`config.mk`:
```
export PLATFORM = sky130hd
export DESIGN_NAME = alu_arbiter
export DESIGN_NICKNAME = d
export VERILOG_FILES = /design/src/rtl/alu_arbiter.sv
export SDC_FILE = /design/constraint.sdc
export NUM_CORES = 1
export LEC_CHECK = 0
export CAP_MARGIN = 20
export CORE_AREA = 2 2 109 111
export CTS_CLUSTER_DIAMETER = 120
export DETAILED_ROUTE_END_ITERATION = 12
export DIE_AREA = 0 0 111 113
export HOLD_SLACK_MARGIN = 0.05
export MAX_ROUTING_LAYER = met4
export PLACE_DENSITY = 0.69
export SYNTH_ARGS = -nofsm -noshare
export SYNTH_HDL_FRONTEND = slang
export SYNTH_SLANG_ARGS = --single-unit
export TNS_END_PERCENT = 100
```
`constraint.sdc`:
```
create_clock -name clk_i -period 1.99 [get_ports clk_i]
set_clock_uncertainty 0.1 [all_clocks]
set_input_delay 0.2985 -clock clk_i [delete_from_list [all_inputs] [get_ports clk_i]]
set_output_delay 0.2985 -clock clk_i [all_outputs]
set_load 0.03 [all_outputs]
```
`src/rtl/alu_arbiter.sv`:
```
// ============================================================================
// Module   : alu_arbiter (with alu_pkg)
// Purpose  : Round-robin sharing of one combinational ALU between requesters.
// Revision : 1.0
// ============================================================================
`default_nettype none

package alu_pkg;

  typedef enum logic [2:0] {
    ALU_OP_ADD = 3'd0,
    ALU_OP_SUB = 3'd1,
    ALU_OP_AND = 3'd2,
    ALU_OP_OR  = 3'd3,
    ALU_OP_XOR = 3'd4
  } alu_op_e;

  typedef struct packed {
    logic zero;
    logic negative;
    logic carry;
    logic overflow;
  } alu_flags_t;

endpackage

module alu_arbiter #(
  parameter int NUM_REQ = 2,
  parameter int DATA_W  = 32,
  parameter int ID_W    = $clog2(NUM_REQ)
) (
  input  logic                                  clk_i,
  input  logic                                  reset_i,
  input  logic [NUM_REQ-1:0]                    req_valid_i,
  output logic [NUM_REQ-1:0]                    req_ready_o,
  input  logic [NUM_REQ-1:0][DATA_W-1:0]        req_a_i,
  input  logic [NUM_REQ-1:0][DATA_W-1:0]        req_b_i,
  input  alu_pkg::alu_op_e [NUM_REQ-1:0]        req_op_i,
  output logic [NUM_REQ-1:0]                    resp_valid_o,
  input  logic [NUM_REQ-1:0]                    resp_ready_i,
  output logic [DATA_W-1:0]                     resp_result_o,
  output alu_pkg::alu_flags_t                   resp_flags_o,
  output logic [DATA_W-1:0]                     alu_a_o,
  output logic [DATA_W-1:0]                     alu_b_o,
  output alu_pkg::alu_op_e                      alu_op_o,
  input  logic [DATA_W-1:0]                     alu_result_i,
  input  alu_pkg::alu_flags_t                   alu_flags_i
);

  localparam int                 c_idx_w = ID_W + 1;
  localparam logic [NUM_REQ-1:0] c_one   = {{(NUM_REQ-1){1'b0}}, 1'b1};

  typedef enum logic [0:0] {
    ST_EMPTY = 1'b0,
    ST_FULL  = 1'b1
  } state_e;

  state_e              r_state;
  logic [ID_W-1:0]     r_prio;
  logic [ID_W-1:0]     r_owner;
  logic [NUM_REQ-1:0]  r_resp_valid;
  logic [DATA_W-1:0]   r_result;
  alu_pkg::alu_flags_t r_flags;

  logic [c_idx_w-1:0]  w_idx;
  logic [ID_W-1:0]     w_gnt;
  logic                w_found;
  logic                w_can_issue;
  logic                w_accept;

  // Search starts at r_prio and wraps; the first valid requester wins.
  always_comb begin
    w_found = 1'b0;
    w_gnt   = '0;
    w_idx   = '0;
    for (int i = 0; i < NUM_REQ; i++) begin
      w_idx = {1'b0, r_prio} + c_idx_w'(i);
      if (w_idx >= c_idx_w'(NUM_REQ)) begin
        w_idx = w_idx - c_idx_w'(NUM_REQ);
      end
      if (!w_found && req_valid_i[w_idx[ID_W-1:0]]) begin
        w_found = 1'b1;
        w_gnt   = w_idx[ID_W-1:0];
      end
    end
  end

  assign w_can_issue = (r_state == ST_EMPTY) || resp_ready_i[r_owner];
  assign w_accept    = reset_i && w_found && w_can_issue;
  assign req_ready_o = w_accept ? (c_one << w_gnt) : '0;

  always_comb begin
    alu_a_o  = '0;
    alu_b_o  = '0;
    alu_op_o = alu_pkg::ALU_OP_ADD;
    if (w_found && w_can_issue) begin
      alu_a_o  = req_a_i[w_gnt];
      alu_b_o  = req_b_i[w_gnt];
      alu_op_o = req_op_i[w_gnt];
    end
  end

  always_ff @(posedge clk_i) begin
    if (!reset_i) begin
      r_state      <= ST_EMPTY;
      r_prio       <= '0;
      r_owner      <= '0;
      r_resp_valid <= '0;
      r_result     <= '0;
      r_flags      <= '0;
    end else if (w_accept) begin
      r_state      <= ST_FULL;
      r_owner      <= w_gnt;
      r_resp_valid <= c_one << w_gnt;
      r_result     <= alu_result_i;
      r_flags      <= alu_flags_i;
      r_prio       <= (w_gnt == ID_W'(NUM_REQ - 1)) ? '0 : w_gnt + ID_W'(1);
    end else if ((r_state == ST_FULL) && resp_ready_i[r_owner]) begin
      // Drain only: result and flags keep their last values.
      r_state      <= ST_EMPTY;
      r_resp_valid <= '0;
    end
  end

  assign resp_valid_o  = r_resp_valid;
  assign resp_result_o = r_result;
  assign resp_flags_o  = r_flags;

endmodule

`default_nettype wire
```
Word-level counts from Yosys, hierarchy flattened
Cells that the tools add are included.
- bits in registers: 41
- bits in latches: 0
- RAM bits: 0
- ROM bits: 0
- input port bits: 176
- output and inout bits: 107
- logic and storage cells: 56
- memories kept: 0
- add/subtract/negate cells: 4
- multipliers: 0
- div/mod/pow operators: 0
- order comparisons: 6
- equality and inequality tests: 0
- shifts and indexed selects: 1
- multiplexer cells: 27
- bitwise gates (word level): 1
- reductions and logical operators: 8
- operator list (cell ; number):
    $mux W32 ; 6
    $mux W1 ; 15
    $mux W3 ; 3
    $lt A1 B2 Y1 const B ; 4
    $mux W2 ; 3
    $logic_and A1 B1 Y1 ; 5
    $add A1 B1 Y2 const B ; 1
    $ge A1 B2 Y1 const B ; 1
    $ge A2 B2 Y1 const B ; 1
    $reduce_bool A2 Y1 ; 1
    $shl A1 B1 Y2 const A ; 1
    $sub A1 B1 Y1 const B ; 2
    $add A1 B1 Y1 const B ; 1
    $logic_not A1 Y1 ; 1
    $logic_or A1 B1 Y1 ; 1
    $not A1 Y1 ; 1

Logic depth before layout (Yosys ltp)
Gate-level depths: netlist of the first run.
- depth after elaboration: 11
- gate-level depth with buffers: 6
- mapped depth without buffers: 3

Worst setup path before layout of the first run
Ideal clock, no wire load.
- path type: flip-flop to output port
- from: reg r_owner
- to: out req_ready_o[0]
- arrival time: 1.581 ns
- data required time: 1.591 ns
- setup slack: 0.010 ns
- stages on the path, launching flop included: 6
- buffers on the path: 2
- cells stage by stage: dfxtp_1 mux2i_2 a21o_1 buf_2 buf_6 nor3_1
- cells in the longest elaborated chain, start to end: 5
- RTL lines (element ; line ; source):
    start: declaration ; 60 ; logic [ID_W-1:0] r_owner;
    start signal: assignment ; 113 ; r_owner <= w_gnt;
    $mux W1 (implied by the code) (2 in a row) ; 88 ; assign w_can_issue = (r_state == ST_EMPTY) || resp_ready_i[r_owner];
    $logic_or A1 B1 Y1 ; 88 ;
    $logic_and A1 B1 Y1 ; 89 ; assign w_accept = reset_i && w_found && w_can_issue;
    $mux W2 ; 90 ; assign req_ready_o = w_accept ? (c_one << w_gnt) : '0;
    end: declaration ; 35 ; output logic [NUM_REQ-1:0] req_ready_o,
Every way passes these cells. The select of a mux whose other input is x is not followed.

Final worst setup path of the first run
- from: reg r_prio
- to: out alu_a_o[30]
- cells in the longest elaborated chain, start to end: 11
- elaborated cells on any way between the ends: 21
- those cells by class: add/sub (3); order compare (2); mux (13); reduce/logical (3)
- RTL lines (element ; line ; source):
    start: declaration ; 59 ; logic [ID_W-1:0] r_prio;
    start signal: assignment ; 117 ; r_prio <= (w_gnt == ID_W'(NUM_REQ - 1)) ? '0 : w_gnt + ID_W'(1);
    $ge A1 B2 Y1 or $sub A1 B1 Y1 (tied branches) ; 78, 79 ;
    $mux W1 ; 78 ; if (w_idx >= c_idx_w'(NUM_REQ)) begin
    $mux W1 (implied by the code) (2 in a row) ; 81 ; if (!w_found && req_valid_i[w_idx[ID_W-1:0]]) begin
    $mux W1 ; 81 ;
    $logic_not A1 Y1 ; 81 ;
    $logic_and A1 B1 Y1 ; 81 ;
    $mux W1 ; 81 ;
    $mux W32 (implied by the code) (2 in a row) ; 97 ; alu_a_o = req_a_i[w_gnt];
    $mux W32 * ; 96 ; if (w_found && w_can_issue) begin
    end: declaration ; 43 ; output logic [DATA_W-1:0] alu_a_o,
Mark *: on every way between the ends. The rest lies on a longest branch, timed or not. The select of a mux whose other input is x is not followed.

==> results of run 1 <==
==> layer usage <==
metal	GRT usage (%)	part of all wire, %	vias up
met3	6.86	9.6	32
li1	-	-	2034
met1	26.2	40	1989
met4	7.25	2.9	0
met2	36.7	47	235
met5	-	0	-
==> sequential cells by signal, indices dropped and copies added, names as in the netlist <==
register	flops
r_prio	1
resp_flags_o	4
resp_valid_o	2
resp_result_o	32
r_state	1
r_owner	1
==> kinds of logic (layout without fill, tap and decap cells) <==
logic type	count (synthesis)	in the layout	share of synthesized area (%)
buffers and inverters	55	326	9.36
and+or+nand+nor	150	150	27.2
muxes	37	37	12.2
other	0	3	0
DFF	41	41	26.8
AOI/OAI and AO/OA	143	143	24.4
==> worst paths after layout <==
check / startpoint / to / slack (ns) / depth (start not counted)
hold / removal: reset_i / r_state$_SDFFE_PN0P_ / 0.30 / 3
setup reg to reg: r_prio$_SDFFE_PN0P_ / resp_valid_o[1]$_SDFFE_PN0P_ / 0.44 / 6
hold reg to reg: resp_result_o[2]$_SDFFE_PN0P_ / resp_result_o[2]$_SDFFE_PN0P_ / 0.36 / 2
setup / recovery: r_prio$_SDFFE_PN0P_ / alu_a_o[30] / -0.08 / 6
==> power breakdown <==
| group | internal, uW | total (uW) | switching [uW] |
|---|---|---|---|
| logic | 970 | 1950 | 977 |
| clock network | 448 | 753 | 305 |
| registers | 890 | 930 | 40.3 |
==> layout by cell type (no fill, tap or decap), types with 2 or more instances in the layout <==
master / count
buf_12: 9
a21oi_4: 2
dfxtp_1: 39
mux2i_1: 36
buf_2: 2
clkbuf_16: 9
buf_4: 56
inv_1: 2
o21ai_1: 7
a21oi_2: 23
a21oi_1: 45
diode_2: 3
buf_16: 5
buf_6: 30
nand3b_1: 67
a211oi_2: 2
o21ai_0: 60
clkdlybuf4s50_1: 208
dlygate4sd2_1: 3
nand2_1: 75
==> worst max-delay path, delay by kind of cell (launching register included) <==
| family | cells | cell delay (ns) |
|---|---|---|
| AO/OA/AOI/OAI | 2 | 0.28 |
| buffers and inverters | 3 | 0.50 |
| flip-flops | 1 | 0.31 |
| AND/OR/NAND/NOR | 1 | 0.29 |
==> metrics by stage <==
step                setup slack, ns  setup TNS, ns  power [uW]
floorplan                    0.0103              0        1840
finish                      -0.0767         -0.972        3630
global placement             -0.178          -7.37        2630
global route                 -0.185          -5.66        3800
detailed placement           -0.183          -8.86        2650
CTS                         -0.0391         -0.468        3530
==> cell type report <==
| class | instances | area (sq um) | share of cell area [%] |
|---|---|---|---|
| multi-input cells | 330 | 2100 | 32.1 |
| flip-flops and latches | 41 | 826 | 12.6 |
| well taps | 143 | 179 | 2.73 |
| clock buffers | 5 | 125 | 1.91 |
| repair buffers | 317 | 3290 | 50.3 |
| diodes | 3 | 7.51 | 0.115 |
| inverters | 3 | 11.3 | 0.172 |
| clock inverters | 1 | 5.00 | 0.0764 |
==> what timing repair did <==
action                     in CTS  in global routing
buffers inserted                5                  1
setup endpoints to repair      69                 69
cloned                          5                  5
pin swaps                      13                 41
gates resized for setup        26                 54
==> flow_summary.ini, run 1 <==
[run_status]
status = finished with violations
violations = setup timing

[hold_path]
hp-class = input port to register

[cts]
clock_latency_ns = 0.28
htree_levels = 2
clock-sinks = 41
cts_buffer_depth = 2
cts_tree = done
path_clk_slew_ns = 0.06
hold_buffers = 0
cts_root_buf = clkbuf_16
cts_made_buffers = 5

[finish]
finalNonFillerCells = 843
postLayoutCellArea_sq_um = 6550
fillers = 978
post-route-util_pct = 58.1
drive_above_1_share_pct = 21.4
finalNetCount = 874
area_delta_synth_final_pct = 114

[sta]
worst_slack_ns = -0.0767
slew_violations = 0
setup_viol_count_final = 42
period_minus_slack_ns = 2.07
tightest_slew_ns = 0.575
final_hold_viol_count = 0
timing.fmax_mhz = 484
hold_slack_ns = 0.299
timing.final.crit_share_pct = 104
max_slew_margin_pct = 61.7
rsz0062_at_grt = yes

[global_routing]
grt_pass1_vias = 4192
overflow = 0
grt_max_degree = 65
grt_pass1_wl_microns = 22300
gr-usage-all-layers_pct = 22.3
antenna_found_initial = 3

[run]
cap_violations = 0

[setup_path]
crit_path_start_kind = register
cp_data_required_time_ns = 1.59
critPathMaxFanout = 18
worstPathArrival_ns = 1.67
crit_slowest_cell = dfxtp_2
path_cells = and2b_4, buf_4, buf_16, o21ai_0, a21oi_1, buf_4
cpPeakStageDelay_ns = 0.31
endpoint_kind = primary output
worst_path_most_repeated_cell = buf_4
critPathKind = register to primary output

[routing]
wirelength_microns = 15100
vias = 4290
dr.pass1.iters = 4
drtIter0Drc = 397
ant_nets = 0
routed_via_density = 5.09
drc_errors = 0
drt-wirelength-per-cell_microns = 17.9

[floorplan]
rows = 39
dieArea_sq_um = 12500
die_w_microns = 111
initial_utilization_pct = 27.2
die_y_microns = 113
core_area_sq_um = 11300
io_pins = 283

[place]
placed_cell_area_sq_um = 5880
placed_cells = 819
dp_hpwl_microns = 10200
port_buffers = 282
gp_congestion = 0.971

[logic_synthesis]
synth_edf_count = 0
syn-num-nets = 602
synth-seq-cells = 41
synth_warnings = 0
synth_commonest_cells = nand2_1 (75), a21oi_1 (70), nand3b_1 (67), o21ai_0 (67), dfxtp_1 (41)
ys_seq_area_share_pct = 26.8
synthTopCellsByArea = dfxtp_1 (27%), nand3b_1 (16%), mux2i_1 (12%)
yosys_most_used_dff = dfxtp_1
yosysMostFrequentCell = nand2_1
syn_area_sq_um = 3060
yosys.area.top_type = dfxtp_1
syn_avg_cell_area_sq_um = 7.18
synth_top_area_share_pct = 26.8
ys_types = 27
async_reset_ff_share_pct = 0
syn_inst = 426

[power_and_ir_drop]
vdd_drop_max_mv = 0.548
powerDensity_nw_per_um2 = 554
p_leak_uw = 0.00260
Note: power is estimated with default switching activity, not from simulation.
==> run 2: changes to the inputs <==
--- a/config.mk
+++ b/config.mk
@@ -16,4 +16,3 @@
 export SYNTH_ARGS = -nofsm -noshare
 export SYNTH_HDL_FRONTEND = slang
 export SYNTH_SLANG_ARGS = --single-unit
-export TNS_END_PERCENT = 100
==> results of run 2 <==
The final DEF is identical to that of run 1; final timing and power are the same.
